===== src/rtl/noc_port_arbiter.sv =====
// Round-robin arbiter and output mux for one NoC switch output port, with bounded bursts.
// Define NOC_ARB_STATS_EN to add saturating beat, stall and per-requester grant counters.
module noc_port_arbiter #(
   parameter int NUM_REQ   = 3,
   parameter int DataWidth = 36,
   parameter int AddrWidth = 4,
   parameter int DestMin   = 0,
   parameter int DestMax   = 0,
   parameter int MaxBurst  = 8
) (
   input  logic                         i_clk,
   input  logic                         i_reset_n,
   input  logic [NUM_REQ*DataWidth-1:0] i_req_data,
   input  logic [NUM_REQ-1:0]           i_req_valid,
   output logic [NUM_REQ-1:0]           o_req_ready,
   output logic [DataWidth-1:0]         o_data,
   output logic                         o_data_valid,
   input  logic                         i_data_ready,
   output logic [NUM_REQ-1:0]           o_grant,
   output logic                         o_busy
`ifdef NOC_ARB_STATS_EN
   ,
   output logic [31:0]                  o_beat_count,
   output logic [31:0]                  o_stall_count,
   output logic [NUM_REQ*16-1:0]        o_grant_count
`endif
);

   localparam int IdxW = $clog2(NUM_REQ);
   localparam logic [0:0] S_IDLE  = 1'b0;
   localparam logic [0:0] S_GRANT = 1'b1;
   localparam logic [7:0] BurstLast = 8'(MaxBurst - 1);

   logic [0:0]           r_state;
   logic [NUM_REQ-1:0]   r_grant;
   logic [IdxW-1:0]      r_rr_ptr;
   logic [7:0]           r_beat_cnt;

   logic [NUM_REQ-1:0]   w_elig;
   logic                 w_any;
   logic [IdxW-1:0]      w_pick;
   logic                 w_busy;
   logic                 w_elig_g;
   logic                 w_xfer;
   logic                 w_release;
   logic                 w_new_grant;
   logic [DataWidth-1:0] w_head_g;

   // Range checks collapse to constants when a bound sits at the edge of the address space.
   for (genvar k = 0; k < NUM_REQ; k++) begin : g_elig
      logic [AddrWidth-1:0] w_addr;
      logic                 w_lo_ok;
      logic                 w_hi_ok;
      assign w_addr = i_req_data[k*DataWidth + DataWidth - 1 -: AddrWidth];
      if (DestMin > 0) begin : g_lo
         assign w_lo_ok = (w_addr >= AddrWidth'(DestMin));
      end else begin : g_lo_any
         assign w_lo_ok = 1'b1;
      end
      if (DestMax < (2**AddrWidth) - 1) begin : g_hi
         assign w_hi_ok = (w_addr <= AddrWidth'(DestMax));
      end else begin : g_hi_any
         assign w_hi_ok = 1'b1;
      end
      assign w_elig[k] = i_req_valid[k] & w_lo_ok & w_hi_ok;
   end

   // While granted, r_rr_ptr holds the granted index, so one search serves IDLE and release.
   always_comb begin
      int v_idx;
      // NOTE: defaults first so no path through the loop can infer a latch.
      v_idx  = 0;
      w_any  = 1'b0;
      w_pick = r_rr_ptr;
      for (int i = 1; i <= NUM_REQ; i++) begin
         v_idx = int'(r_rr_ptr) + i;
         if (v_idx >= NUM_REQ) v_idx = v_idx - NUM_REQ;
         if (!w_any && w_elig[IdxW'(v_idx)]) begin
            w_any  = 1'b1;
            w_pick = IdxW'(v_idx);
         end
      end
   end

   assign w_busy      = (r_state == S_GRANT);
   assign w_head_g    = i_req_data[r_rr_ptr*DataWidth +: DataWidth];
   assign w_elig_g    = w_busy & w_elig[r_rr_ptr];
   assign w_xfer      = w_elig_g & i_data_ready;
   assign w_release   = w_busy & (~w_elig_g | (w_xfer & (r_beat_cnt == BurstLast)));
   assign w_new_grant = (~w_busy | w_release) & w_any;

   assign o_data       = w_busy ? w_head_g : '0;
   assign o_data_valid = w_elig_g;
   assign o_req_ready  = r_grant & {NUM_REQ{w_xfer}};
   assign o_grant      = r_grant;
   assign o_busy       = w_busy;

   always_ff @(posedge i_clk or negedge i_reset_n) begin
      // NOTE: state registers use non-blocking assignment so every flop samples pre-edge values.
      if (!i_reset_n) begin
         r_state    <= S_IDLE;
         r_grant    <= '0;
         r_rr_ptr   <= IdxW'(NUM_REQ - 1);
         r_beat_cnt <= '0;
      end else if (w_new_grant) begin
         r_state    <= S_GRANT;
         r_grant    <= NUM_REQ'(1) << w_pick;
         r_rr_ptr   <= w_pick;
         r_beat_cnt <= '0;
      end else if (w_release) begin
         r_state    <= S_IDLE;
         r_grant    <= '0;
         r_beat_cnt <= '0;
      end else if (w_xfer) begin
         r_beat_cnt <= r_beat_cnt + 8'd1;
      end
   end

`ifdef NOC_ARB_STATS_EN
   logic [31:0] r_beat_count;
   logic [31:0] r_stall_count;
   logic [15:0] r_grant_count [NUM_REQ];

   always_ff @(posedge i_clk or negedge i_reset_n) begin
      if (!i_reset_n) begin
         r_beat_count  <= '0;
         r_stall_count <= '0;
         for (int k = 0; k < NUM_REQ; k++) r_grant_count[k] <= '0;
      end else begin
         if (w_xfer && (r_beat_count != '1)) r_beat_count <= r_beat_count + 32'd1;
         if (w_elig_g && !i_data_ready && (r_stall_count != '1))
            r_stall_count <= r_stall_count + 32'd1;
         for (int k = 0; k < NUM_REQ; k++) begin
            if (w_new_grant && (w_pick == IdxW'(k)) && (r_grant_count[k] != '1))
               r_grant_count[k] <= r_grant_count[k] + 16'd1;
         end
      end
   end

   assign o_beat_count  = r_beat_count;
   assign o_stall_count = r_stall_count;
   for (genvar k = 0; k < NUM_REQ; k++) begin : g_gcnt
      assign o_grant_count[k*16 +: 16] = r_grant_count[k];
   end
`endif

endmodule


===== config.mk =====
export PLATFORM = sky130hd
export DESIGN_NAME = noc_port_arbiter
export DESIGN_NICKNAME = d
export VERILOG_FILES = /design/src/rtl/noc_port_arbiter.sv
export SDC_FILE = /design/constraint.sdc
export NUM_CORES = 1
export LEC_CHECK = 0
export ABC_AREA = 1
export CAP_MARGIN = 5
export CELL_PAD_IN_SITES_DETAIL_PLACEMENT = 0
export CELL_PAD_IN_SITES_GLOBAL_PLACEMENT = 2
export CORE_AREA = 8 8 123 125
export CTS_CLUSTER_SIZE = 24
export DETAILED_ROUTE_END_ITERATION = 8
export DIE_AREA = 0 0 131 133
export PLACE_DENSITY = 0.82
export SLEW_MARGIN = 25
export SYNTH_ARGS = -nofsm -noshare
export SYNTH_HDL_FRONTEND = slang
export SYNTH_SLANG_ARGS = --single-unit

===== constraint.sdc =====
create_clock -name i_clk -period 5.4 [get_ports i_clk]
set_clock_uncertainty 0.05 [all_clocks]
set_input_delay 0.81 -clock i_clk [delete_from_list [all_inputs] [get_ports i_clk]]
set_output_delay 0.81 -clock i_clk [all_outputs]
set_load 0.02 [all_outputs]

---- After elaboration in Yosys (flattened, before gate mapping) ----
Cells that the tools add are included.
operators by class
  equality and inequality tests ........... 1
  multipliers ............................. 1
  order comparisons ....................... 10
  shift-type cells ........................ 2
  add/subtract/negate cells ............... 7
  bitwise operators ....................... 13
  reductions and logical operators ........ 6
  mux-type cells .......................... 28
operators with widths
  operator             number
  $shiftx 108x9->36    1
  $mux 36              1
  $mux 8               3
  $le 4x1->1 const B   3
  $lt 2x4->1 const B   3
  $mux 1               12
  $mux 2               6
  $ge 3x2->1 const B   3
  $add 8x1->8 const B  1
  $and 1x1->1          8
  $bmux 1 s2           4
  $eq 8x3->1 const B   1
  $add 2x2->3 const B  2
  $mul 2x4->6 const B  1
  $mux 3               2
  $sub 2x2->2 const B  3
  $add 2x1->3 const B  1
  $and 3x3->3          1
  $lt 2x3->1 const B   1
  $reduce_bool 3->1    1
  $shl 1x2->3 const A  1
  $logic_and 1x1->1    2
  $logic_not 1->1      2
  $not 1->1            2
  2 further kinds      3
storage, ports and cells
  input port bits ......................... 114
  word-level logic and storage cells ...... 72
  output and inout bits ................... 44
  register bits ........................... 14

---- Longest topological paths before layout ----
Gate-level depths: netlist of run 1.
  depth after elaboration ................. 15
  depth in mapped cells ................... 14
  gate-level depth less buffers ........... 12

---- Worst setup path after synthesis of run 1 ----
OpenSTA, ideal clock, no wires.
  path kind ............................... input to output
  from .................................... in i_req_data[105]
  to ...................................... out o_req_ready[0]
  required time ........................... 4.540 ns
  stages on the path ...................... 9
  buffers on the path ..................... 0
  path slack .............................. 2.549 ns
  arrival time ............................ 1.991 ns
  cell sequence ........................... nor2_1 > nand3_2 > nor2_2 > nor2_1 > nor2_4 > nand2_2 > inv_1 > nand2_2 > nor2_1
on the way
  cells in the longest elaborated chain, start to end .. 7
RTL lines
  element                       RTL line  RTL
  start: declaration            13        input logic [NUM_REQ*DataWidth-1:0] i_req_data,
  $le 4x1->1                    61        assign w_hi_ok = (w_addr <= AddrWidth'(DestMax));
  $and 1x1->1                   65        assign w_elig[k] = i_req_valid[k] & w_lo_ok & w_hi_ok;
  $bmux 1 s2                    87        assign w_elig_g = w_busy & w_elig[r_rr_ptr];
  $mux 1 (implied by the code)  87
  $and 1x1->1                   87
  named net o_data_valid        17        output logic o_data_valid,
  $and 1x1->1                   88        assign w_xfer = w_elig_g & i_data_ready;
  $and 3x3->3                   94        assign o_req_ready = r_grant & {NUM_REQ{w_xfer}};
  end: declaration              15        output logic [NUM_REQ-1:0] o_req_ready,
The timed path passes the listed nets, and every way through them passes these cells. The select of a mux whose other input is x is not followed.

---- Final worst setup path of run 1 ----
  from .................................... reg r_rr_ptr[1]
  to ...................................... out o_data[3]
on the way
  cells in the longest elaborated chain, start to end .. 3
RTL lines
  element                   RTL line  RTL
  start: declaration        36        logic [IdxW-1:0] r_rr_ptr;
  start signal: assignment  103       r_rr_ptr <= IdxW'(NUM_REQ - 1);
  start signal: assignment  108       r_rr_ptr <= w_pick;
  $mul 2x4->6               86        assign w_head_g = i_req_data[r_rr_ptr*DataWidth +: DataWidth];
  $shiftx 108x9->36         86
  $mux 36                   92        assign o_data = w_busy ? w_head_g : '0;
  end: declaration          16        output logic [DataWidth-1:0] o_data,
Every way passes these cells.

==> results of run 1 <==
## power breakdown
part           switching (mW)  total [mW]  internal, mW
Clock                  0.0445       0.157         0.112
Sequential             0.0323       0.161         0.128
Combinational           0.754        1.28         0.531
Total                   0.830        1.60         0.772
## worst min-delay path, cell delays in order, from the launching register on
cell and delay [ns]:
dfrtp_1 0.36, nand3_1 0.08, nand2_1 0.07
## per-stage QoR
step	instances	hold slack [ns]	utilization, %
global route	677	0.546	28.6
CTS	677	0.500	28.6
detailed placement	673	0.475	27.9
finish	677	0.499	28.6
global placement	673	0.483	27.9
floorplan	356	0.464	-
## sequential cells by signal, indices dropped and copies added (netlist names)
| name | cells |
|---|---|
| o_grant | 3 |
| r_rr_ptr | 2 |
| o_busy | 1 |
| r_beat_cnt | 8 |
## final cells by class
cell class / instances / area [um2]
repair buffers: 160 / 1590
multi-input cells: 301 / 1410
inverters: 22 / 82.6
well taps: 176 / 220
fillers: 1452 / 9340
flip-flops and latches: 14 / 352
clock buffers: 4 / 88.8
## layout by cell type (no fill, tap or decap), drive strengths merged
cell           count
nand2             86
a31oi              1
xnor2              1
dfrtp             13
nand3             22
o21ai             41
o21bai             1
clkbuf             4
nor3               3
nand4              5
xor2               2
clkdlybuf4s50    157
inv               22
dfstp              1
buf                3
nor2              95
ha                 4
nand3b             2
a21oi             38
## routing by layer
metal / track usage [%] / vias up
li1: - / 1441
met5: 0 / -
met3: 2.37 / 4
met1: 12.5 / 1232
met2: 20.7 / 83
met4: 1.98 / 0
## worst min path at each step
| stage | startpoint | to | slack, ns | depth (start not counted) |
|---|---|---|---|---|
| finish | o_grant[0] | o_grant[0] | 0.50 | 2 |
| global route | o_grant[0] | o_grant[0] | 0.55 | 2 |
| CTS | o_grant[2] | o_grant[2] | 0.50 | 2 |
| detailed placement | o_grant[2] | o_grant[2] | 0.47 | 2 |
| global placement | o_grant[2] | o_grant[2] | 0.48 | 2 |
| floorplan | i_reset_n | o_busy | 0.46 | 0 |
## cell families after synthesis
group	synth area share, %
compound gates	21.6
buf+inv	8.82
fa+ha+maj	2.60
simple gates	47.4
xor+xnor	1.36
flops	18.2
==> summary.md, run 1 <==
| Metric | Value |
|---|---|
| Nature of the critical path endpoint | `primary output` |
| Post-Syn Area per Cell | `approximately 5.4 um2` |
| Drt initial violations | `between 100 and 150` |
| GR Util All Layers | `11.1%` |
| Asr flop ratio synth | `100%` |
| Final setup margin | `about 1.6 ns` |
| Synth Instances | `approximately 360` |
| Proportion of layout cells with a drive suffix above 1 | `5.39%` |
| Setup Viol. Count Final | `0` |
| IO buf count | `157` |
| Post-route ant nets | `0` |
| Clk_lat worst skew | `about 0.24 ns` |
| Vias in the first global route | `between 2000 and 3000` |
| Die width | `between 100 and 150 um` |
| Ys Warns | `0` |
| CP cell instances | `inv_1 > nor2_2 > buf_4 > nand2_1 > a21oi_1 > clkdlybuf4s50_1` |
| Post-layout instance area | `about 3700 um2` |
| Worst R2R Setup Slack | `about 2.5 ns` |
| Final slew viol count | `0` |
| Vias per cell | `about 4.1` |
| Post-synth cell types | `29` |
| Dominant cell type by area after synthesis | `nor2_1` |
| Top Layer Used | `met4` |
| Commonest cells post-synth | `nor2_1 (90), nand2_1 (81), a21oi_1 (38)` |
| Final period util | `70.8%` |
| Maximum VDD drop | `approximately 380 uV` |
| Max Cap Viol | `0` |
| Via Count | `about 2800` |
| Area contributors post-synth | `nor2_1 (18%), dfrtp_1 (17%), nand2_1 (16%)` |
| TritonRoute pass-1 iters | `4` |
| Arr. time, crit path | `between 2 and 3 ns` |
| Area of the core | `roughly 13000 um2` |
| Worst-margin pin slew | `between 0.7 and 0.8 ns` |
| First-pass GRT wire length | `15400 um` |
| Met1 wire length | `4010 um` |
| GR Overflow Total | `0` |
| Met3 WL post-DR | `a little over 800 um` |
| Crit Path Category | `register to primary output` |
| RSZ-0062 raised after global routing | `false` |
| Net count after synthesis | `474` |
| Crit path time final | `between 3 and 4 ns` |
| Routability Congestion | `0.794` |
| FP Rows | `42` |
| Clock-pin slew on the worst setup and hold paths | `~0.05 ns` |
| Kind of cell adding the most delay to the critical path | `buffers and inverters` |
| Initial core utilization | `around 15%` |
| Total clock sinks | `14` |
| Critical path buffers and inverters | `3` |
| Critical path depth | `6` |
| Nets | `slightly above 600` |
| H-tree depth | `1` |
| Fmax | `between 200 and 300 MHz` |
| Cell area after synthesis | `a little under 2000 um2` |
| I/O Pins | `about 160` |
| Post-CTS setup buffer count | `0` |
| Cell Pwr Density | `approximately 430 nW/um2` |
| Status | `finished clean` |
| Clk root buf | `clkbuf_16` |
| Setup crit start kind | `register` |
| CTS Buf Count | `3` |
| Initial antenna violation count | `0` |
| Die H | `133 um` |
| CTS Hold Buffers Added | `0` |
| CP startpoint | `r_rr_ptr[1]` |
| Post-CTS Resized | `0` |
| Setup crit end | `o_data[3]` |
| Cell leakage power | `about 1.5 nW` |
| Register-to-Register Path Depth | `11` |
| HP Class | `register to register` |
| Most common cell in the netlist | `nor2_1` |
| R2R Path End | `o_grant[1]` |
| WL/cell | `14.7 um` |
| Dpl cell area | `3650 um2` |
| CP peak stage delay | `roughly 1 ns` |
| Max Root-Sink Buffers | `2` |
| Final Hold Fails | `0` |
| Slowest-stage cell, CP | `dfstp_2` |
| Yosys reg bits | `14` |
| Share of the synthesized area in the top cell type | `17.5%` |
| HPWL Detailed | `about 7800 um` |
| Post-synth EDFFs | `0` |
| Synth Flop Type | `dfrtp_1` |
| Tot Pwr | `about 1.6 mW` |
| Wire length on met2 | `around 5100 um` |
| Largest net degree at the start of global routing | `between 40 and 50` |
| Critical path required time | `~4.5 ns` |
| Worst-path maximum fanout | `40` |
| Ant. Diodes | `0` |
| Area of the die | `around 17000 um2` |
| Detailed Route WL | `approximately 10000 um` |
| Register area share after synthesis | `roughly 18%` |
| Final TNS setup | `0 ns` |
| Area grow syn2layout | `94.2%` |
| R2r startpoint | `r_rr_ptr[1]` |
| CTS tree | `built` |
| Slew headroom | `between 40% and 50%` |
| Remaining routing DRC violations | `0` |
| Pre-CTS setup slack | `between 1.5 and 2 ns` |
Power figures use the tool's default switching activity.
==> inputs of run 2 (changes only) <==
--- a/config.mk
+++ b/config.mk
@@ -9,11 +9,11 @@
 export CAP_MARGIN = 5
 export CELL_PAD_IN_SITES_DETAIL_PLACEMENT = 0
 export CELL_PAD_IN_SITES_GLOBAL_PLACEMENT = 2
-export CORE_AREA = 8 8 123 125
+export CORE_AREA = 8 8 127 129
 export CTS_CLUSTER_SIZE = 24
 export DETAILED_ROUTE_END_ITERATION = 8
-export DIE_AREA = 0 0 131 133
-export PLACE_DENSITY = 0.82
+export DIE_AREA = 0 0 135 137
+export PLACE_DENSITY = 0.77
 export SLEW_MARGIN = 25
 export SYNTH_ARGS = -nofsm -noshare
 export SYNTH_HDL_FRONTEND = slang
==> constraint.sdc (replaced) <==
create_clock -name i_clk -period 3.56 [get_ports i_clk]
set_clock_uncertainty 0.05 [all_clocks]
set_input_delay 0.534 -clock i_clk [delete_from_list [all_inputs] [get_ports i_clk]]
set_output_delay 0.534 -clock i_clk [all_outputs]
set_load 0.02 [all_outputs]
==> run 2 against run 1 <==
Net effect: design area increased by 0.60%; clock-buffer cell count unchanged; worst hold slack got worse by 0.0027 ns; setup slack worse by 1.2 ns; largest power group unchanged; sequential share of layout area down 0.056 points; critical endpoint is now o_req_ready[0]; flip-flop and latch count unchanged; first-iteration DRC count increased by 18%; core utilization is 2.1 points lower; power up 53%; critical path type is now primary input to primary output; routed wire length is 3.3% higher; register-to-register slack got worse by 1.3 ns.
==> summary.md, run 2 (synthesized netlist as in run 1, its figures left out) <==
| Metric | Value |
|---|---|
| Area of the core | `14200 um2 (was 13100 um2)` |
| Reg with most FFs | `r_beat_cnt (unchanged)` |
| Post-CTS setup buffer count | `0 (unchanged)` |
| Worst R2R Setup Slack | `1.24 ns (was 2.50 ns)` |
| Initial antenna violation count | `0 (unchanged)` |
| CTS Hold Buffers Added | `0 (unchanged)` |
| Final period util | `88.8%` |
| Commonest non-fill, non-tap cell in the layout | `clkdlybuf4s50_1 (unchanged)` |
| Initial core utilization | `13.6% (was 14.7%)` |
| Proportion of layout cells with a drive suffix above 1 | `5.75% (was 5.39%)` |
| Die width | `135 um (was 131 um)` |
| HP Class | `register to register (unchanged)` |
| Maximum VDD drop | `468 uV (was 385 uV)` |
| GR Util All Layers | `10.7% (was 11.1%)` |
| RSZ-0062 raised after global routing | `false (unchanged)` |
| Via Count | `2807 (was 2760)` |
| Nets | `623 (was 620)` |
| Final slew viol count | `0 (unchanged)` |
| Setup Viol. Count Final | `0 (unchanged)` |
| Worst-path maximum fanout | `7 (was 40)` |
| Int Pwr | `1.16 mW (was 0.772 mW)` |
| Post-route ant nets | `0 (unchanged)` |
| Worst-margin pin slew | `0.664 ns (was 0.780 ns)` |
| Clock-pin slew on the worst setup and hold paths | `0.04 ns (was 0.05 ns)` |
| Routability Congestion | `0.802 (was 0.794)` |
| Clock group share of total power | `8.8% (was 9.8%)` |
| Fin util | `26.5% (was 28.6%)` |
| HPWL Detailed | `8150 um (was 7760 um)` |
| Commonest non-fill, non-tap cells in the layout | `clkdlybuf4s50_1 (157), nor2_1 (90), nand2_1 (81), a21oi_1 (38), o21ai_0 (37) (unchanged)` |
| Slew headroom | `55.6% (was 48.0%)` |
| Vias in the first global route | `2722 (was 2859)` |
| Vias per cell | `4.08 (about the same)` |
| First-pass GRT wire length | `15600 um (was 15400 um)` |
| Detailed Route WL | `10300 um (was 9970 um)` |
| H-tree depth | `1 (unchanged)` |
| I/O Pins | `158 (unchanged)` |
| Clk_lat worst skew | `0.24 ns (about the same)` |
| Ant. Diodes | `0 (unchanged)` |
| FP Rows | `44 (was 42)` |
| Crit path time final | `about 3.2 ns` |
| Cell Pwr Density | `651 nW/um2 (was 428 nW/um2)` |
| Sequential Power Share | `8.8% (was 10.0%)` |
| Area grow syn2layout | `95.3% (was 94.2%)` |
| Pre-CTS setup slack | `0.389 ns (was 1.63 ns)` |
| TritonRoute pass-1 iters | `4 (unchanged)` |
| Max Root-Sink Buffers | `2 (unchanged)` |
| Clk root buf | `clkbuf_16 (unchanged)` |
| CTS Buf Count | `3 (unchanged)` |
| Status | `finished clean (unchanged)` |
| Final Hold Fails | `0 (unchanged)` |
| Final setup margin | `0.400 ns (was 1.57 ns)` |
| Crit Path Category | `primary input to primary output (was register to primary output)` |
| Net switching fraction of the power | `52.6% (was 51.8%)` |
| Non-Filler Instances | `688 (was 677)` |
| Drt initial violations | `133 (was 113)` |
| Total clock sinks | `14 (unchanged)` |
| Max Cap Viol | `0 (unchanged)` |
| Inst Count DP | `684 (was 673)` |
| Die H | `137 um (was 133 um)` |
| Fmax | `316 MHz` |
| Cell leakage power | `1.49 nW (was 1.48 nW)` |
| Max FFs per register | `8 (unchanged)` |
| CTS tree | `built (unchanged)` |
| WL/cell | `15.0 um (was 14.7 um)` |
| Nature of the critical path endpoint | `primary output (unchanged)` |
| Combinational share of power | `82.4% (was 80.2%)` |
| GR Overflow Total | `0 (unchanged)` |
| Critical path required time | `2.98 ns (was 4.54 ns)` |
| Final TNS setup | `0 ns (unchanged)` |
| Area of the die | `18500 um2 (was 17400 um2)` |
| Net Switching | `1.29 mW (was 0.830 mW)` |
| IO buf count | `157 (unchanged)` |
| Largest net degree at the start of global routing | `42 (was 43)` |
| Remaining routing DRC violations | `0 (unchanged)` |
| Arr. time, crit path | `2.58 ns (was 2.97 ns)` |
| Post-CTS Resized | `0 (unchanged)` |
| Setup crit start kind | `primary input (was register)` |
==> run 2: worst paths after layout <==
kind | startpoint | to | cells after the start
worst max-delay path | i_req_data[70] | o_req_ready[0] | 11
worst min-delay path | o_grant[2] | o_grant[2] | 2
worst max register to register | r_rr_ptr[0] | o_grant[1] | 11
worst min register to register | o_grant[2] | o_grant[2] | 2
max in group asynchronous | i_reset_n | o_grant[0] | 1
min in group asynchronous | i_reset_n | r_beat_cnt[3] | 1
==> run 2: power groups by stage <==
stage / combinational, mW / sequential (mW) / clock, mW
6_report: 2.02 / 0.215 / 0.216
5_1_grt: 2.23 / 0.218 / 0.228
4_1_cts: 2.07 / 0.215 / 0.220
3_5_place_dp: 2.06 / 0.217 / 0
3_3_place_gp: 2.07 / 0.216 / 0
2_1_floorplan: 1.15 / 0.241 / 0
==> run 2: layer usage <==
layer	part of all wire [%]	GRT usage, %
met5	0	0
met2	51	20.2
met3	6.3	1.87
met4	0.99	1.73
met1	41	12.5
==> run 2: cell type report <==
cell class | count | area (um2)
sequential | 14 | 352
multi-input combinational | 301 | 1410
tap | 184 | 230
timing repair buffer | 163 | 1620
fill | 1609 | 10400
clock buffer | 4 | 78.8
inverter | 22 | 82.6
==> run 2: per-stage QoR <==
| stage | cell area (um2) | power, mW | hold WS (ns) |
|---|---|---|---|
| after floorplan | 1930 | 1.40 | 0.188 |
| after global placement | 3690 | 2.28 | 0.486 |
| after detailed placement | 3690 | 2.27 | 0.483 |
| after CTS | 3770 | 2.50 | 0.501 |
| after global routing | 3770 | 2.68 | 0.554 |
| final | 3770 | 2.45 | 0.496 |
==> run 2: worst max-delay path: stages <==
cell and delay [ns]:
clkdlybuf4s50_1 0.42, nor2_1 0.17, nand3_1 0.13, nand2_1 0.10, nand2_1 0.07, nand2_1 0.12, nand2_2 0.09, inv_1 0.09
nand2_2 0.12, nor2_1 0.12, clkdlybuf4s50_1 0.61
==> inputs of run 3 (changes only) <==
--- a/config.mk
+++ b/config.mk
@@ -6,7 +6,7 @@
 export NUM_CORES = 1
 export LEC_CHECK = 0
 export ABC_AREA = 1
-export CAP_MARGIN = 5
+export CAP_MARGIN = 20
 export CELL_PAD_IN_SITES_DETAIL_PLACEMENT = 0
 export CELL_PAD_IN_SITES_GLOBAL_PLACEMENT = 2
 export CORE_AREA = 8 8 127 129
==> results of run 3 <==
Final layout, timing and power as in run 2 (identical DEF).
